==> src/rtl/axi_arb_pkg.sv <==
// Shared types and helpers for the AXI request arbiter.
//   arb_state_t : per-channel FSM state (IDLE / BUSY)
//   SIZE_8B     : AXI size code for 8-byte beats
//   rr_pick     : round-robin selection, returns a one-hot grant
//   onehot2idx  : one-hot vector to binary index
package axi_arb_pkg;

    localparam int unsigned MAX_MASTERS = 8;
    localparam logic [2:0]  SIZE_8B     = 3'b011;

    typedef enum logic {
        IDLE = 1'b0,
        BUSY = 1'b1
    } arb_state_t;

    // First requesting index at or after ptr, wrapping at n-1 -> 0.
    // ptr < n and k < n, so a single conditional subtract replaces a modulo.
    function automatic logic [MAX_MASTERS-1:0] rr_pick(
        input logic [MAX_MASTERS-1:0] req,
        input logic [2:0]             ptr,
        input logic [3:0]             n
    );
        logic [MAX_MASTERS-1:0] gnt;
        logic [3:0]             idx;
        gnt = '0;
        for (int unsigned k = 0; k < MAX_MASTERS; k++) begin
            idx = {1'b0, ptr} + k[3:0];
            if (idx >= n) begin
                idx = idx - n;
            end
            if ((k[3:0] < n) && (gnt == '0) && req[idx[2:0]]) begin
                gnt[idx[2:0]] = 1'b1;
            end
        end
        return gnt;
    endfunction

    function automatic logic [2:0] onehot2idx(input logic [MAX_MASTERS-1:0] oh);
        logic [2:0] idx;
        idx = '0;
        for (int unsigned i = 0; i < MAX_MASTERS; i++) begin
            if (oh[i]) begin
                idx = idx | i[2:0];
            end
        end
        return idx;
    endfunction

endpackage

==> src/rtl/axi_arb_core.sv <==
// Single-channel arbitration core: IDLE/BUSY FSM, grant register, RR pointer.
//   clk, rst : clock, synchronous active-high reset
//   req      : per-master request vector
//   done     : bridge reports final beat (ready & last)
//   cancel   : granted master dropped its request mid-burst
//   grant    : one-hot owner, zero while IDLE
//   busy     : channel is serving a burst
module axi_arb_core
    import axi_arb_pkg::*;
#(
    parameter int unsigned NUM_MASTERS = 3,
    parameter int unsigned FIXED_PRIO  = 0
) (
    input  logic                   clk,
    input  logic                   rst,
    input  logic [NUM_MASTERS-1:0] req,
    input  logic                   done,
    input  logic                   cancel,
    output logic [NUM_MASTERS-1:0] grant,
    output logic                   busy
);

    arb_state_t             state, state_next;
    logic [NUM_MASTERS-1:0] gnt_q, gnt_next, pick;
    logic [2:0]             ptr_q, ptr_next, gidx, ptr_adv;

    always_comb begin
        pick = '0;
        if (FIXED_PRIO != 0) begin
            // Ascending scan, so the highest requesting index is the last write.
            for (int unsigned i = 0; i < NUM_MASTERS; i++) begin
                if (req[i]) begin
                    pick    = '0;
                    pick[i] = 1'b1;
                end
            end
        end else begin
            pick = NUM_MASTERS'(rr_pick(MAX_MASTERS'(req), ptr_q, 4'(NUM_MASTERS)));
        end
    end

    assign gidx    = onehot2idx(MAX_MASTERS'(gnt_q));
    assign ptr_adv = (gidx == 3'(NUM_MASTERS - 1)) ? 3'd0 : gidx + 3'd1;

    always_ff @(posedge clk) begin
        if (rst) begin
            state <= IDLE;
            gnt_q <= '0;
            ptr_q <= '0;
        end else begin
            state <= state_next;
            gnt_q <= gnt_next;
            ptr_q <= ptr_next;
        end
    end

    always_comb begin
        state_next = state;
        gnt_next   = gnt_q;
        ptr_next   = ptr_q;
        case (state)
            IDLE: begin
                if (|req) begin
                    state_next = BUSY;
                    gnt_next   = pick;
                end
            end
            BUSY: begin
                if (done || cancel) begin
                    state_next = IDLE;
                    gnt_next   = '0;
                    ptr_next   = ptr_adv;
                end
            end
            default: state_next = IDLE;
        endcase
    end

    always_comb begin
        busy  = (state == BUSY);
        grant = busy ? gnt_q : '0;
    end

endmodule

==> src/rtl/axi_rr_arbiter.sv <==
// N-master to 1-slave arbiter in front of the AXI bridge. Independent read
// and write cores pick an owner per burst; this level only muxes the owner's
// request fields to the bridge and routes bridge responses back to it.
//   m_r_* / m_w_*         : per-master request fields (flattened, master i at slice i)
//   m_r_ready/last/data   : read responses (data broadcast, qualified by ready)
//   m_w_ready/last        : write responses
//   r_*_o / w_*_o         : request to bridge;  r_*_i / w_*_i : bridge response
//   r_grant_o / w_grant_o : one-hot current owner, zero when idle
module axi_rr_arbiter
    import axi_arb_pkg::*;
#(
    parameter int unsigned NUM_MASTERS = 3,
    parameter int unsigned DATA_WIDTH  = 64,
    parameter int unsigned ADDR_WIDTH  = 32,
    parameter int unsigned LEN_WIDTH   = 8,
    parameter int unsigned FIXED_PRIO  = 0
) (
    input  logic                              clk,
    input  logic                              rst,
    input  logic [NUM_MASTERS-1:0]            m_r_valid,
    input  logic [NUM_MASTERS*ADDR_WIDTH-1:0] m_r_addr,
    input  logic [NUM_MASTERS*LEN_WIDTH-1:0]  m_r_len,
    input  logic [NUM_MASTERS*3-1:0]          m_r_size,
    output logic [NUM_MASTERS-1:0]            m_r_ready,
    output logic [NUM_MASTERS-1:0]            m_r_last,
    output logic [DATA_WIDTH-1:0]             m_r_data,
    input  logic [NUM_MASTERS-1:0]            m_w_valid,
    input  logic [NUM_MASTERS*ADDR_WIDTH-1:0] m_w_addr,
    input  logic [NUM_MASTERS*DATA_WIDTH-1:0] m_w_data,
    input  logic [NUM_MASTERS*LEN_WIDTH-1:0]  m_w_len,
    input  logic [NUM_MASTERS*3-1:0]          m_w_size,
    output logic [NUM_MASTERS-1:0]            m_w_ready,
    output logic [NUM_MASTERS-1:0]            m_w_last,
    output logic                              r_valid_o,
    output logic [ADDR_WIDTH-1:0]             r_addr_o,
    output logic [LEN_WIDTH-1:0]              r_len_o,
    output logic [2:0]                        r_size_o,
    input  logic                              r_ready_i,
    input  logic                              r_last_i,
    input  logic [DATA_WIDTH-1:0]             r_data_i,
    output logic                              w_valid_o,
    output logic [ADDR_WIDTH-1:0]             w_addr_o,
    output logic [DATA_WIDTH-1:0]             w_data_o,
    output logic [LEN_WIDTH-1:0]              w_len_o,
    output logic [2:0]                        w_size_o,
    input  logic                              w_ready_i,
    input  logic                              w_last_i,
    output logic [NUM_MASTERS-1:0]            r_grant_o,
    output logic [NUM_MASTERS-1:0]            w_grant_o
);

    logic [NUM_MASTERS-1:0] r_grant, w_grant;
    logic                   r_busy, w_busy;
    logic                   r_cancel, w_cancel;

    // Cancel: owner stopped requesting before the bridge signalled last.
    assign r_cancel = r_busy & ~(|(m_r_valid & r_grant));
    assign w_cancel = w_busy & ~(|(m_w_valid & w_grant));

    axi_arb_core #(
        .NUM_MASTERS (NUM_MASTERS),
        .FIXED_PRIO  (FIXED_PRIO)
    ) u_rd_core (
        .clk    (clk),
        .rst    (rst),
        .req    (m_r_valid),
        .done   (r_ready_i & r_last_i),
        .cancel (r_cancel),
        .grant  (r_grant),
        .busy   (r_busy)
    );

    axi_arb_core #(
        .NUM_MASTERS (NUM_MASTERS),
        .FIXED_PRIO  (FIXED_PRIO)
    ) u_wr_core (
        .clk    (clk),
        .rst    (rst),
        .req    (m_w_valid),
        .done   (w_ready_i & w_last_i),
        .cancel (w_cancel),
        .grant  (w_grant),
        .busy   (w_busy)
    );

    // Grants are zero while idle, so the muxes default every bridge output to 0.
    always_comb begin
        r_valid_o = 1'b0;
        r_addr_o  = '0;
        r_len_o   = '0;
        r_size_o  = '0;
        for (int unsigned i = 0; i < NUM_MASTERS; i++) begin
            if (r_grant[i]) begin
                r_valid_o = m_r_valid[i];
                r_addr_o  = m_r_addr[i*ADDR_WIDTH +: ADDR_WIDTH];
                r_len_o   = m_r_len[i*LEN_WIDTH +: LEN_WIDTH];
                r_size_o  = m_r_size[i*3 +: 3];
            end
        end
    end

    always_comb begin
        w_valid_o = 1'b0;
        w_addr_o  = '0;
        w_data_o  = '0;
        w_len_o   = '0;
        w_size_o  = '0;
        for (int unsigned i = 0; i < NUM_MASTERS; i++) begin
            if (w_grant[i]) begin
                w_valid_o = m_w_valid[i];
                w_addr_o  = m_w_addr[i*ADDR_WIDTH +: ADDR_WIDTH];
                w_data_o  = m_w_data[i*DATA_WIDTH +: DATA_WIDTH];
                w_len_o   = m_w_len[i*LEN_WIDTH +: LEN_WIDTH];
                w_size_o  = m_w_size[i*3 +: 3];
            end
        end
    end

    assign m_r_ready = r_grant & {NUM_MASTERS{r_ready_i}};
    assign m_r_last  = r_grant & {NUM_MASTERS{r_last_i}};
    assign m_r_data  = r_data_i;
    assign m_w_ready = w_grant & {NUM_MASTERS{w_ready_i}};
    assign m_w_last  = w_grant & {NUM_MASTERS{w_last_i}};
    assign r_grant_o = r_grant;
    assign w_grant_o = w_grant;

endmodule
==> config.mk <==
export PLATFORM = sky130hd
export DESIGN_NAME = axi_rr_arbiter
export DESIGN_NICKNAME = d
export VERILOG_FILES = /design/src/rtl/axi_arb_pkg.sv /design/src/rtl/axi_arb_core.sv /design/src/rtl/axi_rr_arbiter.sv
export SDC_FILE = /design/constraint.sdc
export NUM_CORES = 1
export LEC_CHECK = 0
export ABC_AREA = 0
export ABC_CLOCK_PERIOD_IN_PS = 5800
export CORE_AREA = 4 4 296 298
export DETAILED_ROUTE_END_ITERATION = 10
export DIE_AREA = 0 0 300 302
export MAX_ROUTING_LAYER = met4
export PLACE_DENSITY = 0.3
export SLEW_MARGIN = 20
export SYNTH_ARGS = -nofsm -noshare
export SYNTH_HDL_FRONTEND = slang
export SYNTH_HIERARCHICAL = 1
export SYNTH_SLANG_ARGS = --single-unit
==> constraint.sdc <==
create_clock -name clk -period 5.8 [get_ports clk]
set_input_delay 1.16 -clock clk [delete_from_list [all_inputs] [get_ports clk]]
set_output_delay 1.16 -clock clk [all_outputs]
set_load 0.1 [all_outputs]
# Yosys cells after proc, flatten, opt, wreduce, memory -nomap -nowiden
# Index checks and enable logic that the tools add are counted.
# Widths: inputs -> output; s select.
[classes]
addsub = 12
n_lt_le_gt_ge = 18
eq_ne = 6
muxes = 83
n_bitwise = 18
n_reduce_logical = 24
[ops]
columns = ["op", "n"]
rows = [
  ["$mux 32", 6],
  ["$mux 64", 3],
  ["$mux 8", 10],
  ["$mux 3", 22],
  ["$logic_not 8->1", 4],
  ["$lt 3x4->1 const B", 6],
  ["$mux 1", 24],
  ["$and 3x3->3", 6],
  ["$bmux 1 s3", 6],
  ["$demux 1 s3", 6],
  ["$ge 3x1->1 const B", 6],
  ["$sub 3x2->3 const B", 6],
  ["$ge 4x2->1 const B", 4],
  ["$or 8x8->8", 2],
  ["$pmux 3 s2", 2],
  ["$reduce_or 3->1", 4],
  ["$logic_and 1x1->1", 10],
  ["$add 3x1->4 const B", 2],
  ["$add 3x2->4 const B", 2],
  ["$reduce_and 2->1", 4],
  ["$add 2x1->3 const B", 2],
  ["$ge 3x2->1 const B", 2],
  ["$or 3x3->3", 2],
  ["$and 1x1->1", 4],
  ["7 further kinds", 16],
]
[word_totals]
ff_bits = 14
input_bits = 526
output_inout_bits = 234
word_cells = 167

# Logic depth before layout (Yosys ltp)
[logic_depth]
depth_word = 15
depth_mapped = 10
mapped_depth_nobuf = 9

# Hierarchy
# Netlist, hierarchy kept.
[by_module_without_submodules]
columns = ["module", "instances", "cells_per_inst", "area_each_um2", "seq_area_each_um2"]
rows = [
  ["axi_rr_arbiter", 1, 777, 4818.4, 0.0],
  ["axi_arb_core at u_rd_core", 1, 107, 877.1, 140.1],
  ["axi_arb_core at u_wr_core", 1, 106, 805.8, 140.1],
]

# Worst setup path after synthesis
# Ideal clock, no wire load.
[synth_timing]
path_type = "reg-to-output"
startpoint = "register u_wr_core.state (netlist: u_wr_core/busy)"
endpoint = "output w_addr_o[22]"
arrival_ps = 3251
t_required_ps = 4640
path_slack_ps = 1389
path_stages_with_launch = 6
path_buffers = 2
path_cell_list = "dfxtp_1 and2_1 buf_2 buf_2 a21oi_1 a21oi_1"
[synth_between]
word_cells_on_any_way = 4
cone_classes = "mux (4)"
[synth_rtl]
columns = ["item", "line", "rtl"]
rows = [
  ["from (decl)", "axi_arb_core.sv:23", "arb_state_t state, state_next;"],
  ["from (signal assigned)", "axi_arb_core.sv:51", "state <= state_next;"],
  ["$mux 3", "axi_arb_core.sv:81", "grant = busy ? gnt_q : '0;"],
  ["net w_grant_o[1]", "axi_rr_arbiter.sv:49", "output logic [NUM_MASTERS-1:0] w_grant_o"],
  ["$mux 32 (2 in a row)", "axi_rr_arbiter.sv:109", "if (w_grant[i]) begin"],
  ["to (decl)", "axi_rr_arbiter.sv:42", "output logic [ADDR_WIDTH-1:0] w_addr_o,"],
]
# The timed path passes the listed nets, and every way through them passes these cells.

# Final worst setup path
[layout_timing]
startpoint = "register u_wr_core.state (netlist: u_wr_core/busy)"
endpoint = "output w_addr_o[8]"
[layout_between]
elab_chain_len = 4
[layout_lines]
columns = ["item", "line"]
rows = [
  ["$mux 3 (*)", "axi_arb_core.sv:81"],
  ["$mux 32 (2 in a row)", "axi_rr_arbiter.sv:109"],
  ["$mux 32 (*)", "axi_rr_arbiter.sv:109"],
]
# Mark *: on every way between the ends. The rest lies on a longest branch, timed or not.

==> results.yml <==
detailed_routing:
  route.detailed.drc: 0
  drt_wl_total_um: 59270
  drt-wirelength-per-cell_um: 22.38
  via_count: 9521
  ant_nets: 0
  via_per_inst: 3.596
  dr.pass1.iters: 5
  drtIter0Drc: 522
sta:
  fin_tns_setup_ns: 0
  rsz0062_at_grt: "no"
  setup_slack_ns: 1.300
  fmaxAchievable_mhz: 222.2
  setup_viol: 0
  min_period_ns: 4.500
  finalCritPeriodShare: 0.7759
  finalMaxSlewViolations: 0
  hold_viol: 0
  max_slew.worst_pin.slew_ns: 1.075
  skew_ns: 0.002177
  max-slew-margin-rel: 0.2813
synth:
  synth_edf_count: 0
  synthAdderAreaFrac: 0.03079
  synthCells: 990
  synth_compound_area_frac: 0.3256
  synthSimpleGateAreaFrac: 0.4192
  synthDistinctLibCells: 74
  synthMuxAreaShare: 0.01597
  ys_ff_latch: 14
  yosysWarnings: 6
  synth_xor_area_frac: 0.005389
  ys_seq_area_frac: 0.04311
  async_reset_ff_frac: 0
  synth.avg_cell_area_sq_um: 6.567
  synthFlopType: "dfxtp_1"
  synth_top_family_by_area: "simple AND/OR/NAND/NOR gates"
  synth.cell_area_sq_um: 6501
  synth_nets: 1532
cts:
  ctsResizeCount: 0
  clkSinkCount: 14
  cts.htree.levels: 1
  cts_root_buf: "clkbuf_16"
  post_cts_buffers: 0
  path_clk_slew_ns: 0.05
  cts_tree: "done"
  numCtsBuffers: 3
  hold_buffers: 0
  clockBufferDepth: 2
  clk_latency_ns: 0.24
placement:
  gp_congestion: 0.8602
  pre_cts_slack_ns: 1.350
  portBuffers: 631
  hpwlAfterDp_um: 51220
  placed_area_sq_um: 13340
critical_path:
  r2r_cells: 10
  r2r_slack_ns: 2.57
  crit_type: "flop to primary output"
  crit_slowest_cell: "clkdlybuf4s50_1"
  worst-endpoint-required_ns: 4.64
  cp-end-kind: "primary output"
  critPathBufInv: 2
  crit_family: "buffers and inverters"
  max_stage_delay_ns: 1.16
  cpMostUsedCell: "a21oi_1"
  worstPathArrival_ns: 3.34
  worstSetupPathDepth: 5
  r2r-end: "u_rd_core/gnt_q[1]"
  reg2reg_from: "u_rd_core/busy"
  path_max_fanout: 62
  start_kind: "flop"
  critical_path.cell_chain: "and2_4 > buf_12 > a21oi_1 > a21oi_1 > clkdlybuf4s50_1"
power_and_ir_drop:
  fin_total_pwr_mw: 2.276
  powerDensity_nw_per_um2: 169.3
  ir_worst_vdd_mv: 0.09233
  p_leak_nw: 4.382
floorplan:
  coreArea_sq_um: 84880
  die_h_um: 302
  initial_core_util: 0.07659
  rows: 107
  io_pins: 760
  die_area_sq_um: 90600
  die_w_um: 300
global_routing:
  first_global_vias: 10120
  grt_pass1_wl_um: 78340
  antenna_found_initial: 12
  grtUsageTotal: 0.1235
  grt_remaining_overflow: 0
  grt_max_degree: 66
layout:
  final_area_sq_um: 13440
  syn_to_final_growth_pct: 106.8
  drive_gt1_frac: 0.1049
  fin_util: 0.1584
  fillers: 9887
  seq_area_sq_um: 280.3
  layout.nets: 2040
  multiInputGateArea_sq_um: 5192
min_path:
  hp-class: "flop to flop"
  holdPathStages: 2
  holdPathEnd: "u_wr_core/gnt_q[0]"
  worstHoldStart: "u_wr_core/gnt_q[0]"
run:
  max_cap_violations: 0
run_status:
  status: "completed"
## cells by family (layout without fill, tap and decap cells)
family                     Yosys count  count (layout)
AOI/OAI and AO/OA                  368             368
xor gates and xnor gates             4               4
adders and majority gates           16              16
buffers and inverters              166             673
DFF                                 14              14
muxes                               10              10
other                                0               7
and+or+nand+nor                    412             412
## layer usage
metal  global-route usage  wire (um)
met1               0.1316      22220
met3              0.03940       5613
met2               0.2260      30240
met4              0.02275       1196
met5                    -          0
## through the flow
stage	std cells	hold WS [ns]
global route	2645	0.5723
floorplan	990	0.4722
CTS	2641	0.5344
finish	2648	0.5375
global placement	2637	0.5188
detailed placement	2637	0.5235
## cell usage after synthesis (3+ instances only)
cell / instances / share of area
and3_1: 5 / 0.0048
and2_1: 22 / 0.021
nor2_1: 16 / 0.0092
dfxtp_1: 14 / 0.043
ha_1: 16 / 0.031
o21bai_1: 3 / 0.0035
o22ai_1: 3 / 0.0029
nor3_1: 10 / 0.0077
a32o_1: 3 / 0.0046
mux2i_1: 9 / 0.014
a31oi_1: 3 / 0.0029
buf_6: 10 / 0.017
o21ai_0: 9 / 0.0069
a211oi_2: 3 / 0.0058
nand3b_1: 152 / 0.18
nand2_1: 18 / 0.010
a21oi_2: 31 / 0.042
nand2b_1: 4 / 0.0038
inv_1: 13 / 0.0075
buf_4: 65 / 0.075
clkbuf_4: 3 / 0.0035
nor3b_1: 3 / 0.0035
nand3_1: 5 / 0.0038
nor2b_1: 153 / 0.15
buf_2: 47 / 0.036
clkbuf_1: 26 / 0.015
a21oi_1: 286 / 0.22
## layout make-up
type,instances,area share
Antenna cell,7,0.001303
Clock buffer,4,0.006608
Inverter,13,0.003630
Multi-Input combinational cell,810,0.3863
Sequential cell,14,0.02085
Tap cell,1144,0.1065
Timing Repair Buffer,656,0.4749
## where the power goes
group / internal (mW) / total [mW] / switching, mW
sequential: 0.105 / 0.122 / 0.0169
combinational: 0.631 / 2.01 / 1.38
clock: 0.105 / 0.145 / 0.0407
## how the worst max path moves through the flow
stage	startpoint	endpoint	slack, ns
floorplan	u_wr_core/busy	w_addr_o[22]	1.39
global placement	w_ready_i	m_w_ready[2]	1.35
detailed placement	w_ready_i	m_w_ready[1]	1.35
CTS	u_wr_core/busy	w_len_o[1]	1.25
global route	u_wr_core/busy	w_data_o[56]	1.12
finish	u_wr_core/busy	w_addr_o[8]	1.30
## state kept, by name (all words and copies together) (netlist names)
register	cells
u_rd_core/gnt_q	3
u_rd_core/ptr_q	3
u_wr_core/gnt_q	3
u_wr_core/ptr_q	3
u_rd_core/busy	1
u_wr_core/busy	1
## cells in the final DEF, fill, tap and decap left out, types with 3 or more instances in the layout
master,netlist,layout
and2_4,0,3
a32o_1,3,3
o22ai_1,3,3
a21oi_2,31,31
clkdlybuf4s50_1,0,558
inv_1,13,13
nor2b_1,153,153
and3_1,5,5
nor2_1,16,16
ha_1,16,16
a211oi_2,3,3
clkbuf_16,0,3
nor3_1,10,10
a21oi_1,286,286
and2_2,0,3
buf_12,1,5
and2_1,22,16
nand2b_1,4,4
mux2i_1,9,9
o21bai_1,3,3
nor3b_1,3,3
nand2_1,18,18
nand3b_1,152,152
buf_4,65,93
dfxtp_1,14,14
o21ai_0,9,9
a31oi_1,3,3
diode_2,0,7
nand3_1,5,5
## worst register-to-register path: cells and delay by family, from the launching register on
family                 cells  cell delay, ns
buffers and inverters      1            0.43
DFF                        1            0.44
and+or+nand+nor            5            1.45
AOI/OAI and AO/OA          4            0.86
Note: power is estimated with default switching activity, not from simulation.
